==> config.mk <==
export PLATFORM = sky130hd
export DESIGN_NAME = quick_spi_slave
export DESIGN_NICKNAME = d
export VERILOG_FILES = /design/src/rtl/quick_spi_slave.sv
export SDC_FILE = /design/constraint.sdc
export NUM_CORES = 1
export LEC_CHECK = 0
export CORE_MARGIN = 2
export CORE_UTILIZATION = 55
export CTS_CLUSTER_DIAMETER = 200
export CTS_CLUSTER_SIZE = 10
export DETAILED_ROUTE_END_ITERATION = 6
export HOLD_SLACK_MARGIN = 0.03
export PLACE_DENSITY = 0.9
export SKIP_CTS_REPAIR_TIMING = 1
export SYNTH_ARGS = -nofsm -noshare
export SYNTH_HDL_FRONTEND = slang
export SYNTH_SLANG_ARGS = --single-unit
export TNS_END_PERCENT = 30
==> constraint.sdc <==
create_clock -name clk_i -period 4.7 [get_ports clk_i]
set_input_delay 0.94 -clock clk_i [delete_from_list [all_inputs] [get_ports clk_i]]
set_output_delay 0.94 -clock clk_i [all_outputs]
set_load 0.005 [all_outputs]
==> src/rtl/quick_spi_slave.sv <==
// quick_spi responder: oversamples sck/ss_n/mosi in the clk domain, shifts words
// MSB first, and feeds miso from a single valid/ready transmit holding register.
module quick_spi_slave #(
   parameter int   DATA_WIDTH = 8,
   parameter logic CPOL       = 1'b0,
   parameter logic CPHA       = 1'b0
) (
   input  logic                  clk_i,
   input  logic                  rst_ni,
   input  logic                  sck_i,
   input  logic                  ss_n_i,
   input  logic                  mosi_i,
   output logic                  miso_o,
   output logic                  miso_oe_o,
   input  logic [DATA_WIDTH-1:0] tx_data_i,
   input  logic                  tx_valid_i,
   output logic                  tx_ready_o,
   output logic [DATA_WIDTH-1:0] data_out_o,
   output logic                  new_data_o,
   output logic                  busy_o,
   output logic                  tx_underrun_o,
   output logic                  frame_err_o
);

   localparam int CntW = $clog2(DATA_WIDTH + 1);
   localparam logic [CntW-1:0] LastBit = CntW'(DATA_WIDTH - 1);

   typedef enum logic [1:0] {Idle, Load, Xfer} state_e;

   state_e                state_q, state_d;
   logic [1:0]            sckSync_q;
   logic                  sckPrev_q;
   logic [2:0]            ssSync_q;
   logic [1:0]            mosiSync_q;
   logic [DATA_WIDTH-1:0] shiftRx_q, shiftTx_q, hold_q, dataOut_q;
   logic [CntW-1:0]       bitCnt_q;
   logic                  holdFull_q, miso_q, busy_q, newData_q;
   logic                  underrun_q, underrunPend_q, frameErr_q;

   logic sckS, ssS, ssPrev, mosiS;
   logic sckRise, sckFall, leadEdge, trailEdge;
   logic inXfer, sampleEdge, shiftEdge, shiftOk, wordEnd, ssFall, ssRise;
   logic [DATA_WIDTH-1:0] loadWord;

   // ss_n synchronizer resets low so a select already held at reset release is not seen as a fall
   always_ff @(posedge clk_i or negedge rst_ni) begin
      if (!rst_ni) begin
         sckSync_q  <= {2{CPOL}};
         sckPrev_q  <= CPOL;
         ssSync_q   <= '0;
         mosiSync_q <= '0;
      end else begin
         sckSync_q  <= {sckSync_q[0], sck_i};
         sckPrev_q  <= sckSync_q[1];
         ssSync_q   <= {ssSync_q[1:0], ss_n_i};
         mosiSync_q <= {mosiSync_q[0], mosi_i};
      end
   end

   assign sckS       = sckSync_q[1];
   assign ssS        = ssSync_q[1];
   assign ssPrev     = ssSync_q[2];
   assign mosiS      = mosiSync_q[1];
   assign ssFall     = ssPrev & ~ssS;
   assign ssRise     = ~ssPrev & ssS;
   assign sckRise    = sckS & ~sckPrev_q;
   assign sckFall    = ~sckS & sckPrev_q;
   assign leadEdge   = CPOL ? sckFall : sckRise;
   assign trailEdge  = CPOL ? sckRise : sckFall;
   assign inXfer     = (state_q == Xfer) & ~ssS;
   assign sampleEdge = inXfer & (CPHA ? trailEdge : leadEdge);
   assign shiftEdge  = inXfer & (CPHA ? leadEdge : trailEdge);
   // In mode CPHA=0 the MSB is presented by Load, so the trailing edge before any sample is not a shift
   assign shiftOk    = CPHA | (bitCnt_q != '0);
   assign wordEnd    = sampleEdge & (bitCnt_q == LastBit);
   assign loadWord   = holdFull_q ? hold_q : '0;

   always_ff @(posedge clk_i or negedge rst_ni) begin
      if (!rst_ni) state_q <= Idle;
      else         state_q <= state_d;
   end

   always_comb begin
      state_d = state_q;
      case (state_q)
         Idle:    if (ssFall) state_d = Load;
         Load:    state_d = Xfer;
         Xfer:    if (wordEnd) state_d = Load;
         default: state_d = Idle;
      endcase
      if (ssRise) state_d = Idle;
   end

   // Underrun is reported on the first leading edge of a word, so the trailing Load that follows
   // the final word of a frame does not raise a false alarm
   always_ff @(posedge clk_i or negedge rst_ni) begin
      if (!rst_ni) begin
         shiftRx_q      <= '0;
         shiftTx_q      <= '0;
         hold_q         <= '0;
         holdFull_q     <= 1'b0;
         dataOut_q      <= '0;
         bitCnt_q       <= '0;
         miso_q         <= 1'b0;
         busy_q         <= 1'b0;
         newData_q      <= 1'b0;
         underrun_q     <= 1'b0;
         underrunPend_q <= 1'b0;
         frameErr_q     <= 1'b0;
      end else begin
         newData_q  <= 1'b0;
         underrun_q <= 1'b0;
         frameErr_q <= 1'b0;
         busy_q     <= (state_d != Idle);

         if (state_q == Load && holdFull_q) begin
            holdFull_q <= 1'b0;
         end else if (tx_valid_i && !holdFull_q) begin
            hold_q     <= tx_data_i;
            holdFull_q <= 1'b1;
         end

         case (state_q)
            Idle: begin
               miso_q         <= 1'b0;
               bitCnt_q       <= '0;
               shiftRx_q      <= '0;
               underrunPend_q <= 1'b0;
            end
            Load: begin
               bitCnt_q       <= '0;
               underrunPend_q <= ~holdFull_q;
               if (CPHA == 1'b0) begin
                  miso_q    <= loadWord[DATA_WIDTH-1];
                  shiftTx_q <= loadWord << 1;
               end else begin
                  shiftTx_q <= loadWord;
               end
            end
            Xfer: begin
               if (sampleEdge) begin
                  shiftRx_q <= {shiftRx_q[DATA_WIDTH-2:0], mosiS};
                  bitCnt_q  <= bitCnt_q + CntW'(1);
               end
               if (wordEnd) begin
                  dataOut_q <= {shiftRx_q[DATA_WIDTH-2:0], mosiS};
                  newData_q <= 1'b1;
               end
               if (shiftEdge && shiftOk) begin
                  miso_q    <= shiftTx_q[DATA_WIDTH-1];
                  shiftTx_q <= shiftTx_q << 1;
               end
               if (inXfer && leadEdge && bitCnt_q == '0 && underrunPend_q) begin
                  underrun_q     <= 1'b1;
                  underrunPend_q <= 1'b0;
               end
               if (ssRise && bitCnt_q != '0) frameErr_q <= 1'b1;
            end
            default: bitCnt_q <= '0;
         endcase
      end
   end

   assign miso_o        = miso_q & busy_q;
   assign miso_oe_o     = busy_q;
   assign busy_o        = busy_q;
   assign tx_ready_o    = ~holdFull_q;
   assign data_out_o    = dataOut_q;
   assign new_data_o    = newData_q;
   assign tx_underrun_o = underrun_q;
   assign frame_err_o   = frameErr_q;

endmodule

# Word level (Yosys, flattened, before mapping)
# Index checks and enable logic that the tools add are counted.
# Widths: inputs -> output; s select.
# totals
out_inout_bits	15
word_cells	84
inputBits	14
register_bits	52
# op_classes
n_reduce_logical	22
n_eq_ne	6
bitwise	15
addsub	1
mux	23
# op_table
operator	n
$mux 8	2
$pmux 8 s2	1
$pmux 7 s2	1
$reduce_and 2->1	6
$mux 1	10
$and 1x1->1	9
$mux 4	2
$reduce_bool 2->1	4
$logic_and 1x1->1	7
$mux 7	1
$mux 2	3
$not 1->1	6
$pmux 1 s3	2
$pmux 2 s3	1
$add 4x1->4 const B	1
$eq 4x3->1 const B	1
$logic_not 4->1	1
$ne 2x1->1 const B	2
$reduce_bool 4->1	1
$reduce_bool 3->1	1
$eq 2x1->1 const B	1
$eq 2x2->1 const B	1
$logic_not 2->1	1
$ne 2x2->1 const B	1
$logic_not 1->1	1

# Logic depth before layout (Yosys ltp)
# Gate-level depths: netlist (run 1).
# logic_depth
depth_word	8
depth_mapped	7
ltp_nobuf	5

# Least setup slack after synthesis (run 1)
# OpenSTA, ideal clock, no wires.
# synth_timing
path_kind	input to register
startpoint	in tx_valid_i
endpoint	reg hold_q[0]
cell_stages	3
arrival_time_ps	1705
path_slack_ps	2870
required_time_ps	4575
setup_ps	125
n_path_buf	1
cell_sequence	nor2b_1 > clkbuf_1 > mux2_2
# synth_via
elab_chain_cells	2
# synth_rtl
element	line_no	rtl
start: declaration	16	input logic tx_valid_i,
$logic_and 1x1->1	118	end else if (tx_valid_i && !holdFull_q) begin
$reduce_and 2->1 (no line)	-	
end signal: assignment	119	hold_q <= tx_data_i;
end: declaration	35	logic [DATA_WIDTH-1:0] shiftRx_q, shiftTx_q, hold_q, dataOut_q;
# Every way passes these cells.
# A chain may end at the register's enable or synchronous reset.

# Worst setup path after layout (run 1)
# layout_timing
startpoint	reg state_q[0]
endpoint	reg dataOut_q[4] (netlist: data_out_o[4])
# layout_via
elab_chain_cells	5
# layout_rtl
element	line_no	rtl
start: declaration	30	state_e state_q, state_d;
start signal: assignment	79	if (!rst_ni) state_q <= Idle;
start signal: assignment	80	else state_q <= state_d;
$eq 2x2->1 (*)	70, 123	
$and 1x1->1	70	assign inXfer = (state_q == Xfer) & ~ssS;
$and 1x1->1	71	assign sampleEdge = inXfer & (CPHA ? trailEdge : leadEdge);
$and 1x1->1	75	assign wordEnd = sampleEdge & (bitCnt_q == LastBit);
$reduce_and 2->1 (no line) (*)	-	
end signal: assignment	146	dataOut_q <= {shiftRx_q[DATA_WIDTH-2:0], mosiS};
end: declaration	35	
# Every way passes the cells marked *; elsewhere a longest branch is shown, timed or not.

==> summary.md, run 1 <==
| Metric | Value |
|---|---|
| Post-DP Area | 2520 µm² |
| Gr ovfl total | 0 |
| Combinational Power Share | 29.2% |
| Skew-Pair Late Insertion Delay | 0.30 ns |
| Post-layout nets | 226 |
| WP data arrival | approximately 2.8 ns |
| Status | complete, no violations |
| Clk pin slew, worst setup/hold paths | 0.09 ns |
| Buffers on Ports | 28 |
| Antenna Cells | 0 |
| Syn Nets | 198 |
| Async set or reset register ratio after synthesis | between 90% and 100% |
| Post-route ant nets | 0 |
| Post-synth top area cell | dfrtp_1 |
| Clk sinks | between 50 and 60 |
| CTS Buffer Depth | 2 |
| Number of top-level pins | 29 |
| Hold Crit Class | reg2reg |
| PwrDens | 445 nW/µm² |
| Post-synthesis mux area share | ~12% |
| Peak supply drop | 0.257 mV |
| Largest net degree at the start of global routing | 52 |
| Ranking of synthesized cells by area | dfrtp_1, mux2_2, ha_1 |
| Reported max-cap violation count | 0 |
| DP HPWL | 2.75 mm |
| Synthesized area | 2220 µm² |
| Leakage power | 1.19 nW |
| Hold Vio Cnt, Final | 0 |
| Core area | 3940 µm² |
| Post-Route Setup TNS | 0 ns |
| Req. time, crit path | a little under 5 ns |
| Gpl congestion | between 0.7 and 0.8 |
| Initial core utilization | 56.3% |
| Num CTS Buffers | 5 |
| Initial antenna violation count | 0 |
| Share of cells above drive strength 1 | 17.9% |
| Global-route wire length before repair | 6.57 mm |
| Complex-gate fraction of the synthesized area | 10.3% |
| Clock skew | 0.00856 ns |
| RSZ-0062 raised after global routing | no |
| Vias in the first global route | between 1000 and 1500 |
| Design area | 2610 µm² |
| Worst slew pin tran | 1.06 ns |
| Die Span X | a little under 70 µm |
| Sequential cell area fraction in the yosys report | 57.5% |
| Wire length per cell | 14.7 µm |
| Filler cell count | just under 300 |
| Nature of the critical path endpoint | flop |
| Die Area | around 4600 µm² |
| Total number of vias | 1394 |
| DRC | 0 |
| Finish-stage setup viols | 0 |
| Switch share | 30.2% |
| Clock share of power | 20.6% |
| Commonest non-fill, non-tap cell in the layout | dfrtp_1 |
| Crit Path Max Fanout | 24 |
| Post-synth EDFFs | 0 |
| Count of unique library cells instantiated by Yosys | 41 |
| Sw Pwr | 0.350 mW |
| XOR/XNOR Fraction of Synth Area | 0.395% |
| Setup CP Type | reg2reg |
| Final wirelength | 3.79 mm |
| CTS H-tree lvls | 2 |
| Layout area overhead | 17.4% |
| Synth Area in Simple Gates | 13.2% |
| Fin crit share | 54.8% |
| Flop pwr share | 50.2% |
| Yosys top cell area share | 57.5% |
| Crit path time final | 2.57 ns |
| GRT Util Overall | between 10% and 20% |
| Post-Synth Adder-Cell Area | 3.38% |
| Ys Warns | 0 |
| FF+latch count, synth | 51 |
| First-pass DRT Iterations | 4 |
| Mapped Cells | about 180 |
| Synth Flop Type | dfrtp_1 |
| Largest family of logic cells by synthesized area | simple AND/OR/NAND/NOR gates |
| Startpoint types | flop |
| Fmax | 388 MHz |
| Initial DRC Count | 94 |
| Int Pwr | 0.811 mW |
| CTS Root Buffer Type | clkbuf_8 |
| Rows | 23 |
| Most frequent cells in the layout | dfrtp_1, clkdlybuf4s50_1, mux2_2, nand2_1, o21ai_0 |
| Syn Area/Cell | 12.5 µm² |
| Die span in y | 67.5 µm |
| Rel. slew slack | 29.5% |
| CTS tree | built |
| Max Slew Vio Count | 0 |
| DR vias/cell | 5.42 |
[state kept, by name, indices dropped and copies added (netlist names)]
register / count
bitCnt_q: 4
mosiSync_q: 2
shiftTx_q: 7
miso_q: 1
sckPrev_q: 1
data_out_o: 8
frame_err_o: 1
ssSync_q: 3
new_data_o: 1
underrunPend_q: 1
shiftRx_q: 7
hold_q: 8
state_q: 2
holdFull_q: 1
sckSync_q: 2
tx_underrun_o: 1
busy_o: 1
[stage by stage]
stage	utilization, %	std cells	hold WS (ns)	power (mW)	setup slack, ns
after detailed placement	64.0	249	0.335	0.933	2.13
after floorplan	-	178	0.331	0.831	2.87
after global routing	66.1	257	0.360	1.24	1.87
final	66.1	257	0.350	1.16	2.13
after global placement	64.0	249	0.332	0.916	2.17
after CTS	66.1	257	0.350	1.17	2.13
[synthesized netlist by cell type (all sizes together) (2+ instances only)]
cell    count
a21o        2
or3b        2
mux2       23
nor2        3
and2        3
buf         2
nand2b      4
o21ai      10
nand2      19
a21boi      2
a22o        5
a21oi       6
nor2b       4
clkbuf      5
inv         9
dfrtp      51
ha          6
and4bb      3
[worst max-delay path, cell delays in order (launching register included)]
cell and delay (ns):
dfrtp_1 0.41, inv_1 0.10, ha_1 0.69, and4bb_1 0.64, nand4_4 0.27, mux2_2 0.35
[layer usage]
layer / routed length [µm] / vias to the layer above / global-route usage (%) / part of all wire, %
met3: 114 / 7 / 5.83 / 3.0
met5: 0 / - / 0 / 0
met4: 69 / 0 / 8.42 / 1.8
met1: 1640 / 688 / 25.2 / 43
met2: 1960 / 25 / 31.6 / 52
li1: - / 674 / - / -
[layout make-up]
cell class                 instances  area (µm²)  area share, %
tap                               50        62.6           2.40
inverter                           9        33.8           1.30
clock inverter                     3        15.0          0.576
sequential                        51        1280           49.0
multi-input combinational        111         875           33.6
clock buffer                       5        68.8           2.64
timing repair buffer              28         275           10.6
[cell families after synthesis]
group | count (synthesis)
AOI/OAI and AO/OA | 32
adders and majority gates | 6
buffers and inverters | 16
xor gates and xnor gates | 1
muxes | 24
DFF | 51
and+or+nand+nor | 48
[final timing paths]
| check | start | end | slack, ns | depth (start not counted) |
|---|---|---|---|---|
| setup / recovery | state_q[0] | data_out_o[4] | 2.13 | 5 |
| hold / removal | sckSync_q[0] | sckSync_q[1] | 0.35 | 0 |
| setup reg to reg | state_q[0] | data_out_o[4] | 2.13 | 5 |
| hold reg to reg | sckSync_q[0] | sckSync_q[1] | 0.35 | 0 |
| max in group asynchronous | rst_ni | hold_q[7] | 3.23 | 1 |
| min in group asynchronous | rst_ni | shiftRx_q[3] | 0.82 | 1 |
[power by group through the flow]
stage | Clock (mW) | Sequential [mW] | Combinational (mW)
3_5_place_dp | 0 | 0.593 | 0.340
5_1_grt | 0.265 | 0.596 | 0.378
3_3_place_gp | 0 | 0.587 | 0.329
6_report | 0.239 | 0.583 | 0.339
4_1_cts | 0.248 | 0.583 | 0.343
2_1_floorplan | 0 | 0.571 | 0.260
No activity file was read; power rests on OpenSTA's default activity.
==> run 2: changes to the inputs <==
--- a/config.mk
+++ b/config.mk
@@ -6,12 +6,12 @@
 export NUM_CORES = 1
 export LEC_CHECK = 0
 export CORE_MARGIN = 2
-export CORE_UTILIZATION = 55
+export CORE_UTILIZATION = 49
 export CTS_CLUSTER_DIAMETER = 200
 export CTS_CLUSTER_SIZE = 10
 export DETAILED_ROUTE_END_ITERATION = 6
 export HOLD_SLACK_MARGIN = 0.03
-export PLACE_DENSITY = 0.9
+export PLACE_DENSITY = 0.85
 export SKIP_CTS_REPAIR_TIMING = 1
 export SYNTH_ARGS = -nofsm -noshare
 export SYNTH_HDL_FRONTEND = slang
==> constraint.sdc (replaced) <==
create_clock -name clk_i -period 2.32 [get_ports clk_i]
set_input_delay 0.464 -clock clk_i [delete_from_list [all_inputs] [get_ports clk_i]]
set_output_delay 0.464 -clock clk_i [all_outputs]
set_load 0.005 [all_outputs]
==> summary.md, run 2 (synthesis gave the netlist of run 1 again) <==
| Metric | Value |
|---|---|
| Clk pin slew, worst setup/hold paths | roughly 0.1 ns |
| DP HPWL | approximately 2.8 mm |
| Startpoint types | flop |
| Commonest non-fill, non-tap cell in the layout | dfrtp_1 |
| GRT Util Overall | ~17% |
| Num CTS Buffers | 5 |
| CTS Root Buffer Type | clkbuf_8 |
| PwrDens | 913 nW/µm² |
| Initial DRC Count | between 60 and 70 |
| Skew-Pair Late Insertion Delay | 0.30 ns |
| Initial core utilization | 51.0% |
| Total number of vias | about 1400 |
| Req. time, crit path | around 2.5 ns |
| Die Span X | 71.3 µm |
| Vias in the first global route | 1461 |
| Setup CP Type | reg2reg |
| Largest net degree at the start of global routing | 25 |
| Layout area overhead | 19.9% |
| Multi-input gate area | 875 µm² |
| DR vias/cell | 5.39 |
| Fin cells | 264 |
| Fmax | 524 MHz |
| Antenna Cells | 0 |
| Combinational Power Share | 29.6% |
| Crit Path Max Fanout | 11 |
| Worst path cell trace | inv_1, ha_1, and4bb_1, nand4_4, mux2_2 |
| FF-to-FF path depth | 5 |
| Share of cells above drive strength 1 | 19.8% |
| Final wirelength | 3.84 mm |
| Flop pwr share | 48.4% |
| Fin crit share | 82.2% |
| Min setup slack post-route | 0.412 ns |
| Nature of the critical path endpoint | flop |
| Post-Route Setup TNS | 0 ns |
| Initial antenna violation count | 0 |
| Core area | 4350 µm² |
| Number of top-level pins | 29 |
| Pre-CTS setup slack | 0.397 ns |
| Leakage power | 1.21 nW |
| Slowest stage delay, CP | 0.43 ns |
| Post-layout nets | 231 |
| Clock skew | between 0.01 and 0.015 ns |
| Slowest cell on the critical path | dfrtp_1 |
| Most frequent cells in the layout | dfrtp_1, clkdlybuf4s50_1, mux2_2, nand2_1, o21ai_0 |
| Reported max-cap violation count | 0 |
| Buffers on Ports | 28 |
| Post-route core utilization | between 60% and 70% |
| Sw Pwr | around 0.73 mW |
| Rows | 24 |
| WP data arrival | 2.10 ns |
| Rel. slew slack | 66.5% |
| Crit path time final | 1.91 ns |
| Global-route wire length before repair | just under 7 mm |
| First-pass DRT Iterations | 4 |
| Finish-stage setup viols | 0 |
| Hold Crit Class | in2async |
| Post-placement cell count | ~260 |
| Clock share of power | 22.0% |
| Max Slew Vio Count | 0 |
| CTS tree | built |
| Reg area | 1280 µm² |
| Int Pwr | approximately 1.7 mW |
| Switch share | 30.2% |
| Worst slew pin tran | 0.503 ns |
| DRC | 0 |
| CTS Buffer Depth | 2 |
| Gpl congestion | around 0.92 |
| Wire length per cell | between 10 and 15 µm |
| Worst hold slack | 0.122 ns |
| Die span in y | 71.3 µm |
| RSZ-0062 raised after global routing | no |
| Peak supply drop | 0.592 mV |
| Hold Vio Cnt, Final | 0 |
| CTS H-tree lvls | 2 |
| Gr ovfl total | 0 |
| Post-route ant nets | 0 |
| Filler cell count | around 370 |
| Status | complete, no violations |
| Clk sinks | 51 |
| Die Area | 5080 µm² |
-- run 2: final timing paths --
| path | startpoint | endpoint | slack [ns] |
|---|---|---|---|
| setup / recovery | state_q[0] | data_out_o[1] | 0.41 |
| hold / removal | rst_ni | hold_q[6] | 0.12 |
| setup reg to reg | state_q[0] | data_out_o[1] | 0.41 |
| hold reg to reg | sckSync_q[0] | sckSync_q[1] | 0.35 |
| max in group asynchronous | rst_ni | sckSync_q[0] | 1.59 |
| min in group clk_i | sckSync_q[0] | sckSync_q[1] | 0.35 |
-- run 2: power by group through the flow --
stage	Combinational (mW)	Clock (mW)	Sequential (mW)
final	0.719	0.534	1.18
after floorplan	0.526	0	1.16
after CTS	0.729	0.549	1.18
after detailed placement	0.723	0	1.20
after global placement	0.693	0	1.18
after global routing	0.804	0.577	1.20
-- run 2: critical path: cells and delay by family (launching register included) --
kind / cells / cell delay, ns
fa+ha+maj: 1 / 0.39
buf+inv: 1 / 0.09
mux: 1 / 0.34
simple gates: 2 / 0.55
flops: 1 / 0.43
-- run 2: through the flow --
stage               total power [mW]  area (µm²)
finish                          2.43        2660
global route                    2.58        2660
CTS                             2.46        2660
detailed placement              1.92        2560
global placement                1.88        2560
floorplan                       1.68        2220
-- run 2: per-layer routing --
metal	part of all wire [%]	wire, µm	vias up	GRT usage (%)
met4	0.96	37	0	5.45
met2	52	1990	32	28.2
met1	44	1670	704	21.4
met3	3.7	142	4	3.94
met5	0	0	-	0
li1	-	-	682	-
-- run 2: final cells by class --
cell class / instances / area share (%)
Timing Repair Buffer: 33 / 11.8
Sequential cell: 51 / 48.0
Clock inverter: 2 / 0.611
Clock buffer: 6 / 3.10
Tap cell: 52 / 2.44
Inverter: 9 / 1.27
Multi-Input combinational cell: 111 / 32.9
